File: src/rtl/div_sched.sv
// div_sched: multi-cycle DIV/DIVU scheduler driving the HI/LO write path.
// Radix-2 restoring divider, pipeline stall and one-shot HI/LO strobe.
module div_sched #(
  parameter int WIDTH = 32
) (
  input  logic               clk,
  input  logic               rst,
  input  logic               div_req,
  input  logic               div_signed,
  input  logic [WIDTH-1:0]   opa,
  input  logic [WIDTH-1:0]   opb,
  input  logic               flush,
  output logic               stall_req,
  output logic               busy,
  output logic               hilo_write,
  output logic [2*WIDTH-1:0] hilo
);

  localparam int CW = (WIDTH > 1) ? $clog2(WIDTH) : 1;
  localparam logic [CW-1:0] LAST = CW'(WIDTH - 1);

  typedef enum logic [1:0] {
    IDLE = 2'd0,
    BUSY = 2'd1,
    DONE = 2'd2
  } state_t;

  state_t state;
  state_t state_nx;

  logic [WIDTH-1:0] rem;
  logic [WIDTH-1:0] quo;
  logic [WIDTH-1:0] dvs;
  logic [CW-1:0]    cnt;
  logic             neg_q;
  logic             neg_r;
  logic             wr_q;

  logic             accept;
  logic             div_zero;
  logic             sa;
  logic             sb;
  logic [WIDTH-1:0] abs_a;
  logic [WIDTH-1:0] abs_b;

  logic [WIDTH:0]   trial;
  logic [WIDTH:0]   diff;
  logic             ge;
  logic [WIDTH-1:0] step_r;
  logic [WIDTH-1:0] step_q;
  logic [WIDTH-1:0] fix_r;
  logic [WIDTH-1:0] fix_q;

  assign accept   = (state == IDLE) & div_req & ~flush;
  assign div_zero = (opb == '0);

  // Operand sign capture; unsigned mode treats both as positive.
  assign sa    = div_signed & opa[WIDTH-1];
  assign sb    = div_signed & opb[WIDTH-1];
  assign abs_a = sa ? -opa : opa;
  assign abs_b = sb ? -opb : opb;

  // One restoring step: shift next dividend bit in, keep difference if non-negative.
  assign trial  = {rem, quo[WIDTH-1]};
  assign diff   = trial - {1'b0, dvs};
  assign ge     = ~diff[WIDTH];
  assign step_r = ge ? diff[WIDTH-1:0] : trial[WIDTH-1:0];
  assign step_q = {quo[WIDTH-2:0], ge};

  // Sign correction applied to the final step so hilo is ready in DONE.
  assign fix_q = neg_q ? -step_q : step_q;
  assign fix_r = neg_r ? -step_r : step_r;

  assign stall_req  = accept | ((state == BUSY) & ~flush);
  assign busy       = (state != IDLE);
  assign hilo_write = wr_q & ~flush;

  // State register.
  always_ff @(posedge clk) begin
    if (rst) state <= IDLE;
    else     state <= state_nx;
  end

  // Next-state decode; flush wins over everything including accept.
  always_comb begin
    state_nx = state;
    if (flush) begin
      state_nx = IDLE;
    end else begin
      case (state)
        IDLE: if (div_req) state_nx = div_zero ? DONE : BUSY;
        BUSY: if (cnt == LAST) state_nx = DONE;
        DONE: state_nx = IDLE;
        default: state_nx = IDLE;
      endcase
    end
  end

  // Divider datapath and registered HI/LO result.
  always_ff @(posedge clk) begin
    if (rst) begin
      rem   <= '0;
      quo   <= '0;
      dvs   <= '0;
      cnt   <= '0;
      neg_q <= 1'b0;
      neg_r <= 1'b0;
      wr_q  <= 1'b0;
      hilo  <= '0;
    end else begin
      wr_q <= 1'b0;
      if (accept) begin
        rem   <= '0;
        quo   <= abs_a;
        dvs   <= abs_b;
        cnt   <= '0;
        neg_q <= sa ^ sb;
        neg_r <= sa;
        if (div_zero) begin
          hilo <= {opa, {WIDTH{1'b1}}};
          wr_q <= 1'b1;
        end
      end else if ((state == BUSY) && !flush) begin
        rem <= step_r;
        quo <= step_q;
        cnt <= cnt + 1'b1;
        if (cnt == LAST) begin
          hilo <= {fix_r, fix_q};
          wr_q <= 1'b1;
        end
      end
    end
  end

endmodule

File: config.mk
export PLATFORM = sky130hd
export DESIGN_NAME = div_sched
export DESIGN_NICKNAME = d
export VERILOG_FILES = /design/src/rtl/div_sched.sv
export SDC_FILE = /design/constraint.sdc
export NUM_CORES = 1
export LEC_CHECK = 0
export CORE_MARGIN = 2
export CORE_UTILIZATION = 57
export CTS_CLUSTER_SIZE = 40
export DETAILED_ROUTE_END_ITERATION = 16
export PLACE_DENSITY = 0.8
export REMOVE_ABC_BUFFERS = 1
export SKIP_CTS_REPAIR_TIMING = 1
export SLEW_MARGIN = 20
export SYNTH_ARGS = -nofsm -noshare
export SYNTH_HDL_FRONTEND = slang
export SYNTH_SLANG_ARGS = --single-unit
File: constraint.sdc
create_clock -name clk -period 6.6 [get_ports clk]
set_clock_uncertainty 0.2 [all_clocks]
set_input_delay 1.32 -clock clk [delete_from_list [all_inputs] [get_ports clk]]
set_output_delay 1.32 -clock clk [all_outputs]
set_load 0.02 [all_outputs]
======== Word-level counts from Yosys, hierarchy flattened ========
Index checks and enable logic that the tools add are counted.
word-level totals
  flip-flop bits (word level) ............. 170
  output and inout port bits .............. 67
operators by class
  $add $sub $neg .......................... 6
  equality and inequality tests ........... 5
  mux-type cells .......................... 19
  bitwise logic cells ..................... 10
  reduce and logical (&&, ||, !) cells .... 11
operators by type and width
  operator                                                                 count
  64-bit two-way mux                                                       4
  32-bit two-way mux                                                       7
  32-bit negation                                                          4
  33-bit by 32-bit subtractor with 33-bit output                           1
  32-bit zero test                                                         1
  1-bit AND                                                                6
  2-bit two-way mux                                                        3
  2-bit nonzero test                                                       3
  5-bit by 1-bit adder with 5-bit output, second input constant            1
  5-bit == test, second input constant                                     1
  1-bit two-way mux                                                        4
  2-bit by 1-bit inequality test with 1-bit output, second input constant  2
  2-bit case mux with 2 select lines                                       1
  2-bit OR reduction                                                       2
  3-bit AND reduction                                                      1
  2-bit by 1-bit == test with 1-bit output, second input constant          1
  2-bit zero test                                                          1
  2-bit inequality test, second input constant                             1
  1-bit inverter                                                           2
  2-bit AND reduction                                                      1
  1-bit logical AND                                                        1
  1-bit zero test                                                          1
  1-bit OR                                                                 1
  1-bit bitwise XOR                                                        1

======== Depth between registers and ports, before layout ========
Gate-level depths: netlist (run 1).
  depth after elaboration ................. 7
  depth in mapped cells ................... 24
  gate-level depth less buffers ........... 20

======== Least setup slack after synthesis (run 1) ========
No wires, ideal clock.
  path type ............................... register to register
  start ................................... reg rem[26]
  end ..................................... reg hilo[62]
  setup time .............................. 0.087 ns
  data arrival time ....................... 5.197 ns
  data required time ...................... 6.313 ns
  slack ................................... 1.116 ns
  stages on the path, launching flop included .. 23
  buffers on the path ..................... 4
  clock period less this slack ............ 5.484 ns
  cells stage by stage .................... dfxtp_1 ha_1 a21oi_1 o21ai_2 a311o_1 a221o_1 nor3_4 nor2_2 inv_2 clkbuf_1 buf_2 buf_1 nor2_1 a21oi_1 ha_1 nand2_1 a2111oi_0 a31oi_1 or4_1 buf_4 o41ai_4 xnor2_1 a221oi_2
on the way
  longest elaborated chain between the ends .. 7
RTL lines
  what                                            RTL line  source
  start, declared                                 31        logic [WIDTH-1:0] rem;
  start signal, assigned                          124       rem <= step_r;
  33-bit by 32-bit subtractor with 33-bit output  65        assign diff = trial - {1'b0, dvs};
  32-bit two-way mux (*)                          67        assign step_r = ge ? diff[WIDTH-1:0] : trial[WIDTH-1:0];
  32-bit negation                                 72        assign fix_r = neg_r ? -step_r : step_r;
  32-bit two-way mux (*)                          72
  64-bit two-way mux (*)                          127       if (cnt == LAST) begin
  64-bit two-way mux (*)                          123       end else if ((state == BUSY) && !flush) begin
  64-bit two-way mux (*)                          112       if (accept) begin
  end signal, assigned                            120       hilo <= {opa, {WIDTH{1'b1}}};
  end signal, assigned                            128       hilo <= {fix_r, fix_q};
  end, declared                                   16        output logic [2*WIDTH-1:0] hilo
Mark *: on every way between the ends. The rest lies on a longest branch, timed or not. The select of a mux whose other input is x is not followed.
A chain may end at the register's enable or synchronous reset.

======== Worst setup path in the final report (run 1) ========
  start ................................... reg rem[16]
  end ..................................... reg hilo[62]
The elaborated chain is that of the path after synthesis.

==> run metrics, run 1 <==
status=complete, no violations; Pins Over Slew Limit=0; Clock Latency Late Sink=0.43 ns; TritonCTS clock tree=done; post-route insts no fill=1865; Detail Placement HPWL=between 20 and 25 mm; Area growth, synth to finish=17.7%; RSZ-0062 raised after global routing=no; Power per Cell Area=220 nW/µm²; Die X=approximately 150 µm; Vias=around 11k; Std-Cell Rows=52; CP endpoint kind=register; Max Clock Freq=173 MHz; Pre-Repair DR Iteration Count=5; startpoint types=register; placed cell areas=about 13000 µm²; clk slew on worst S/H paths=around 0.07 ns; final setup vio count=0; Final Hold Fails=0; gpl congestion=a little over 0.9; Die Area=around 21000 µm²; simple-gate share of the synthesized area=about a fifth; top sig layer=met4; metal2 WL=15.2 mm; worst vdd ir=161 µV; Synthesis Warnings=0; CTS buffer count=17; Fillers=~1.7k; final period utilization=between 80 and 90%; initial antenna violation count=0; Starting DRT DRC Count=~700; post-synthesis mux area share=about 3.0%; Post-synth top flop=dfxtp_1; Vias/cell=around 6.1; syn_area_per_cell=between 7 and 8 µm²; EDFF count, synth=0; Avg WL per Cell=about 17 µm; CTS Sinks=170; IO Port Bufs=~140; synthesized instance count=between 1.5k and 2k; Finished Cell Area=~14000 µm²; Placed Cells=about 1.8k; MaxCap Viol Count=0; Post-route DRC=0; Worst EP arrival=5.93 ns; antenna viol nets, final=0; kind of critical path=reg -> reg; Leak=just under 5 nW; Starting Density=a little under three fifths; Core ar.=just over 20000 µm²; sequential element share of the synthesized area=a little under 30%; WP data required=about 6.8 ns; complex-gate fraction of the synthesized area=between 20% and 30%; global-route wire length before repair=around 52 mm; largest net degree at the start of global routing=90; post-synth cell types=77; met3 wire length=about 1.7 mm; FF+latch count, synth=170; fin nets=around 1.7k; Multi-input gate area=around 7600 µm²; Post-Synthesis Cell Area=11600 µm²; fraction of layout cells with a size suffix above 1=slightly below 6%; diode count=0; Post-synth ARST share=0%; final WL=about 32 mm; CTS root buf=clkbuf_16; vias in the first global route=approximately 11k; Hold WC Path Type=reg -> reg; GRT Util Overall=about 30%; Crit Path Max Fanout=34; Slew @ Worst Pin=between 1 and 1.5 ns; min Tclk post-route=5.78 ns; Post-Synth XOR/XNOR Area=between 10% and 20%; max_slew headroom=a little under a third; Die Height=between 100 and 150 µm; Reg area=3400 µm²; largest family of logic cells by synthesized area=compound AO/OA/AOI/OAI gates; I/O Pins=136; M1 WL=14.2 mm; CTS Buffer Depth=2; total number of H-tree levels=4; share of synthesized cell area in full adder, half adder and majority cells=4.28%; GRT overflow=0
area by class of cell:
class	count	area share, %
clock buffer	18	3.15
clock inverter	14	1.15
inverter	59	1.63
multi-input combinational	1182	55.8
sequential	170	25.0
tap	270	2.48
timing repair buffer	152	10.8
logic make-up (layout without fill, tap and decap cells):
| logic type | after synthesis | count (layout) |
|---|---|---|
| buffers and inverters | 156 | 243 |
| xor gates and xnor gates | 138 | 138 |
| AOI/OAI and AO/OA | 503 | 503 |
| DFF | 170 | 170 |
| adders and majority gates | 39 | 39 |
| and+or+nand+nor | 470 | 470 |
| muxes | 32 | 32 |
cells in the mapped netlist, drive strengths merged, types with 3 or more instances:
cell     number  share of area, %
a21o          9              0.58
and2          9              0.49
o21bai        4              0.26
o221a         6              0.58
a311oi       10              0.76
o21ai       117               5.1
nor4         19               1.0
nor3         30               1.4
nand2b        6              0.32
or2           5              0.27
o21a         10              0.65
nand2       159               5.2
mux2i        26               2.3
buf          25              0.98
a2111oi       3              0.23
or3b          3              0.23
mux2          5              0.52
o211a         3              0.26
and3          8              0.43
xor2         68               5.1
nand3        22              0.95
or4          16               1.0
o311ai        3              0.23
inv          59               1.9
a21oi       135               6.1
a211oi       62               4.1
or3          19               1.0
dfxtp       170                29
nor3b         3              0.19
clkbuf       72               2.3
xnor2        70               5.3
o211ai       10              0.65
a221oi       13               1.1
nor2b         3              0.16
o2111ai       3              0.23
o31a          4              0.30
ha           38               4.1
o22ai         3              0.16
a22oi        31               2.0
a31oi        17              0.92
nor2        146               4.8
o31ai        29               1.9
o41ai        21               1.9
nand4        14              0.76
nand3b        5              0.32
power by group:
part           internal (mW)  leakage (nW)  switching (mW)
clock network          0.537         0.284           0.470
registers               1.06          1.38          0.0350
logic                  0.341          3.23           0.562
registers in the layout (all words and copies together) (netlist names):
name   count
rem       32
neg_r      1
wr_q       1
neg_q      1
hilo      64
dvs       32
quo       32
state      2
cnt        5
worst max-delay path, cell delays in order (launching register included):
cell	delay [ns]
dfxtp_1	0.44
ha_1	0.33
a21oi_1	0.24
o21ai_1	0.15
a311o_1	0.42
a221oi_1	0.46
a21oi_2	0.22
nor2_4	0.16
inv_2	0.06
buf_4	0.26
a21oi_1	0.34
ha_1	0.29
nand2_1	0.12
a2111oi_0	0.38
a31oi_1	0.16
or4_1	0.74
o41ai_4	0.36
xnor2_1	0.13
a221oi_2	0.22
placed cells by master (no fill, tap or decap), types with 5 or more instances in the layout:
master,count
xnor2_1,70
dfxtp_1,170
a21oi_1,130
a311oi_1,10
nand3_1,22
buf_4,18
mux2i_1,25
and2_1,7
nand4_1,14
a22oi_1,31
nand3b_1,5
o41ai_1,18
a211oi_1,61
nand2b_1,6
inv_1,58
or2_2,5
nor4_1,19
nor3_1,28
nand2_1,159
clkdlybuf4s50_1,134
o221a_2,6
a221oi_1,10
a31oi_1,17
o211ai_1,10
or3_1,19
o31ai_1,28
o21ai_0,112
inv_6,6
nor2_1,144
a21o_1,9
clkbuf_16,17
o21a_1,10
and3_1,8
xor2_1,68
or4_1,16
ha_1,38
stage by stage:
step	TNS [ns]	total power, mW	hold slack, ns	worst slack [ns]	utilization [%]
after floorplan	-667.12	1.75	0.226	-9.54	-
after global placement	0	1.98	0.245	0.652	64.8
after detailed placement	0	1.99	0.251	0.583	64.8
after CTS	0	3.00	0.259	0.941	67.7
after global routing	0	3.15	0.284	0.474	67.7
final	0	3.00	0.261	0.823	67.7
metal layers:
metal	vias up	GRT usage [%]
met4	0	7.67
li1	5664	-
met3	48	4.19
met5	-	0
met2	363	50.1
met1	5224	39.0
worst paths after layout:
path	start	slack (ns)	end	cells after the start
max	rem[16]$_SDFFE_PP0P_	0.82	hilo[62]$_SDFFE_PP0P_	18
min reg2reg	dvs[31]$_SDFFE_PP0P_	0.26	dvs[31]$_SDFFE_PP0P_	2
max reg2reg	rem[16]$_SDFFE_PP0P_	0.82	hilo[62]$_SDFFE_PP0P_	18
min	dvs[31]$_SDFFE_PP0P_	0.26	dvs[31]$_SDFFE_PP0P_	2
No activity file was read; power rests on OpenSTA's default activity.
==> run 2, diff against run 1 <==
--- a/config.mk
+++ b/config.mk
@@ -6,10 +6,10 @@
 export NUM_CORES = 1
 export LEC_CHECK = 0
 export CORE_MARGIN = 2
-export CORE_UTILIZATION = 57
+export CORE_UTILIZATION = 24
 export CTS_CLUSTER_SIZE = 40
 export DETAILED_ROUTE_END_ITERATION = 16
-export PLACE_DENSITY = 0.8
+export PLACE_DENSITY = 0.4
 export REMOVE_ABC_BUFFERS = 1
 export SKIP_CTS_REPAIR_TIMING = 1
 export SLEW_MARGIN = 20
==> run metrics, run 2 (synthesized netlist as in run 1, its figures left out) <==
status=complete, no violations; CTS root buf=clkbuf_16; Sequential Power Share=about a third; Max Clock Freq=between 150 and 200 MHz; GRT overflow=0; Worst EP arrival=between 5 and 6 ns; Vias/cell=approximately 5.0; Pre-Repair DR Iteration Count=5; fraction of layout cells with a size suffix above 1=between 6 and 7%; fin nets=1691; CP cell instances=ha_1, a21oi_1, o21ai_2, a311o_1, a221o_1, nor3_4, nor2_4, inv_2, nor2_1, a21oi_1, ha_1, nand2_1, a2111oi_0, a31oi_1, or4_1, o41ai_4, xnor2_1, a221oi_2; Avg WL per Cell=approximately 18 µm; Logic pwr share=around 30%; Internal=between 2 and 2.5 mW; gpl congestion=0.824; Slew @ Worst Pin=1.06 ns; Die X=between 200 and 250 µm; final WL=around 40 mm; Area growth, synth to finish=22.0%; RSZ-0062 raised after global routing=no; Std-Cell Rows=80; worst slack, placed=~0.9 ns; Worst Slack Setup Final=between 1 and 1.5 ns; Crit path max-delay family=compound AO/OA/AOI/OAI gates; WP data required=6.76 ns; CTS Buffer Depth=2; worst vdd ir=184 µV; min Tclk post-route=roughly 5.6 ns; final core occ=between 20 and 30%; Clk pwr share=35.9%; Pins Over Slew Limit=0; initial antenna violation count=1; Leak=between 4 and 5 nW; I/O Pins=~140; most frequent cells in the layout=170 x dfxtp_1, 159 x nand2_1, 144 x nor2_1, 134 x clkdlybuf4s50_1, 130 x a21oi_1; Post-route DRC=0; Setup TNS=0 ns; Vias=11.0k; Tot Pwr=3.16 mW; Final Hold Fails=0; CTS Sinks=170; antenna viol nets, final=0; Die Area=about 50000 µm²; Core ar.=between 40000 and 50000 µm²; Detail Placement HPWL=30.7 mm; Starting DRT DRC Count=roughly 600; MaxCap Viol Count=0; slowest cell delay on critical path=approximately 0.73 ns; Power per Cell Area=approximately 220 nW/µm²; max_slew headroom=between 20% and 30%; largest net degree at the start of global routing=90; final period utilization=84.6%; Starting Density=roughly a quarter; Worst path slowest cell=or4_1; most common cell after layout, fill and taps aside=dfxtp_1; clk slew on worst S/H paths=around 0.070 ns; GRT Util Overall=around 16%; max reg flops=64; Sw Ratio=between 30% and 40%; sw power=between 1 and 1.5 mW; Crit Path Max Fanout=9; critical path buffer and inverter count=1; kind of critical path=reg -> reg; Clock Latency Late Sink=around 0.45 ns; CP endpoint kind=register; Reg with most FFs=hilo; vias in the first global route=roughly 11k; CTS buffer count=17; startpoint types=register; final setup vio count=0; global-route wire length before repair=62.8 mm; Die Height=224 µm; IO Port Bufs=roughly 140; total number of H-tree levels=4; Hold WC Path Type=reg -> reg; TritonCTS clock tree=done
[run 2: path summary, 6_finish.rpt]
path	start	to	slack (ns)	cells past startpoint
hold / removal	dvs[31]$_SDFFE_PP0P_	dvs[31]$_SDFFE_PP0P_	0.26	2
hold reg to reg	dvs[31]$_SDFFE_PP0P_	dvs[31]$_SDFFE_PP0P_	0.26	2
setup / recovery	rem[26]$_SDFFE_PP0P_	hilo[62]$_SDFFE_PP0P_	1.02	18
setup reg to reg	rem[26]$_SDFFE_PP0P_	hilo[62]$_SDFFE_PP0P_	1.02	18
[run 2: layout make-up]
class / instances / area (µm²)
well taps: 615 / 769
repair buffers: 153 / 1480
diodes: 1 / 2.50
clock buffers: 18 / 439
multi-input cells: 1182 / 7600
fillers: 5155 / 33500
inverters: 59 / 221
clock inverters: 14 / 206
flip-flops and latches: 170 / 3400
[run 2: layer usage]
metal  track usage [%]  share of wire [%]  vias up
met5                 0                  0        -
met4              4.24                1.5        0
met3              2.19                2.9       39
met2              27.2                 47      175
met1              20.9                 48     5164
li1                  -                  -     5655
[run 2: power groups by stage]
| stage | logic, mW | clock network (mW) | registers (mW) |
|---|---|---|---|
| after global routing | 1.03 | 1.20 | 1.10 |
| final | 0.934 | 1.13 | 1.09 |
| after CTS | 0.940 | 1.17 | 1.09 |
| after floorplan | 0.646 | 0 | 1.10 |
| after global placement | 0.942 | 0 | 1.11 |
| after detailed placement | 0.937 | 0 | 1.12 |
[run 2: worst reg2reg max path, cell delays in order (launching register included)]
cell,delay [ns]
dfxtp_1,0.47
ha_1,0.36
a21oi_1,0.27
o21ai_2,0.11
a311o_1,0.37
a221o_1,0.41
nor3_4,0.41
nor2_4,0.06
inv_2,0.10
nor2_1,0.04
a21oi_1,0.24
ha_1,0.28
nand2_1,0.10
a2111oi_0,0.44
a31oi_1,0.18
or4_1,0.73
o41ai_4,0.37
xnor2_1,0.13
a221oi_2,0.22
[run 2: metrics by stage]
step | area, µm² | hold slack [ns] | std cells
global route | 14100 | 0.295 | 2211
CTS | 14100 | 0.264 | 2211
global placement | 13500 | 0.246 | 2179
floorplan | 11200 | 0.226 | 1411
detailed placement | 13500 | 0.255 | 2179
finish | 14100 | 0.260 | 2212
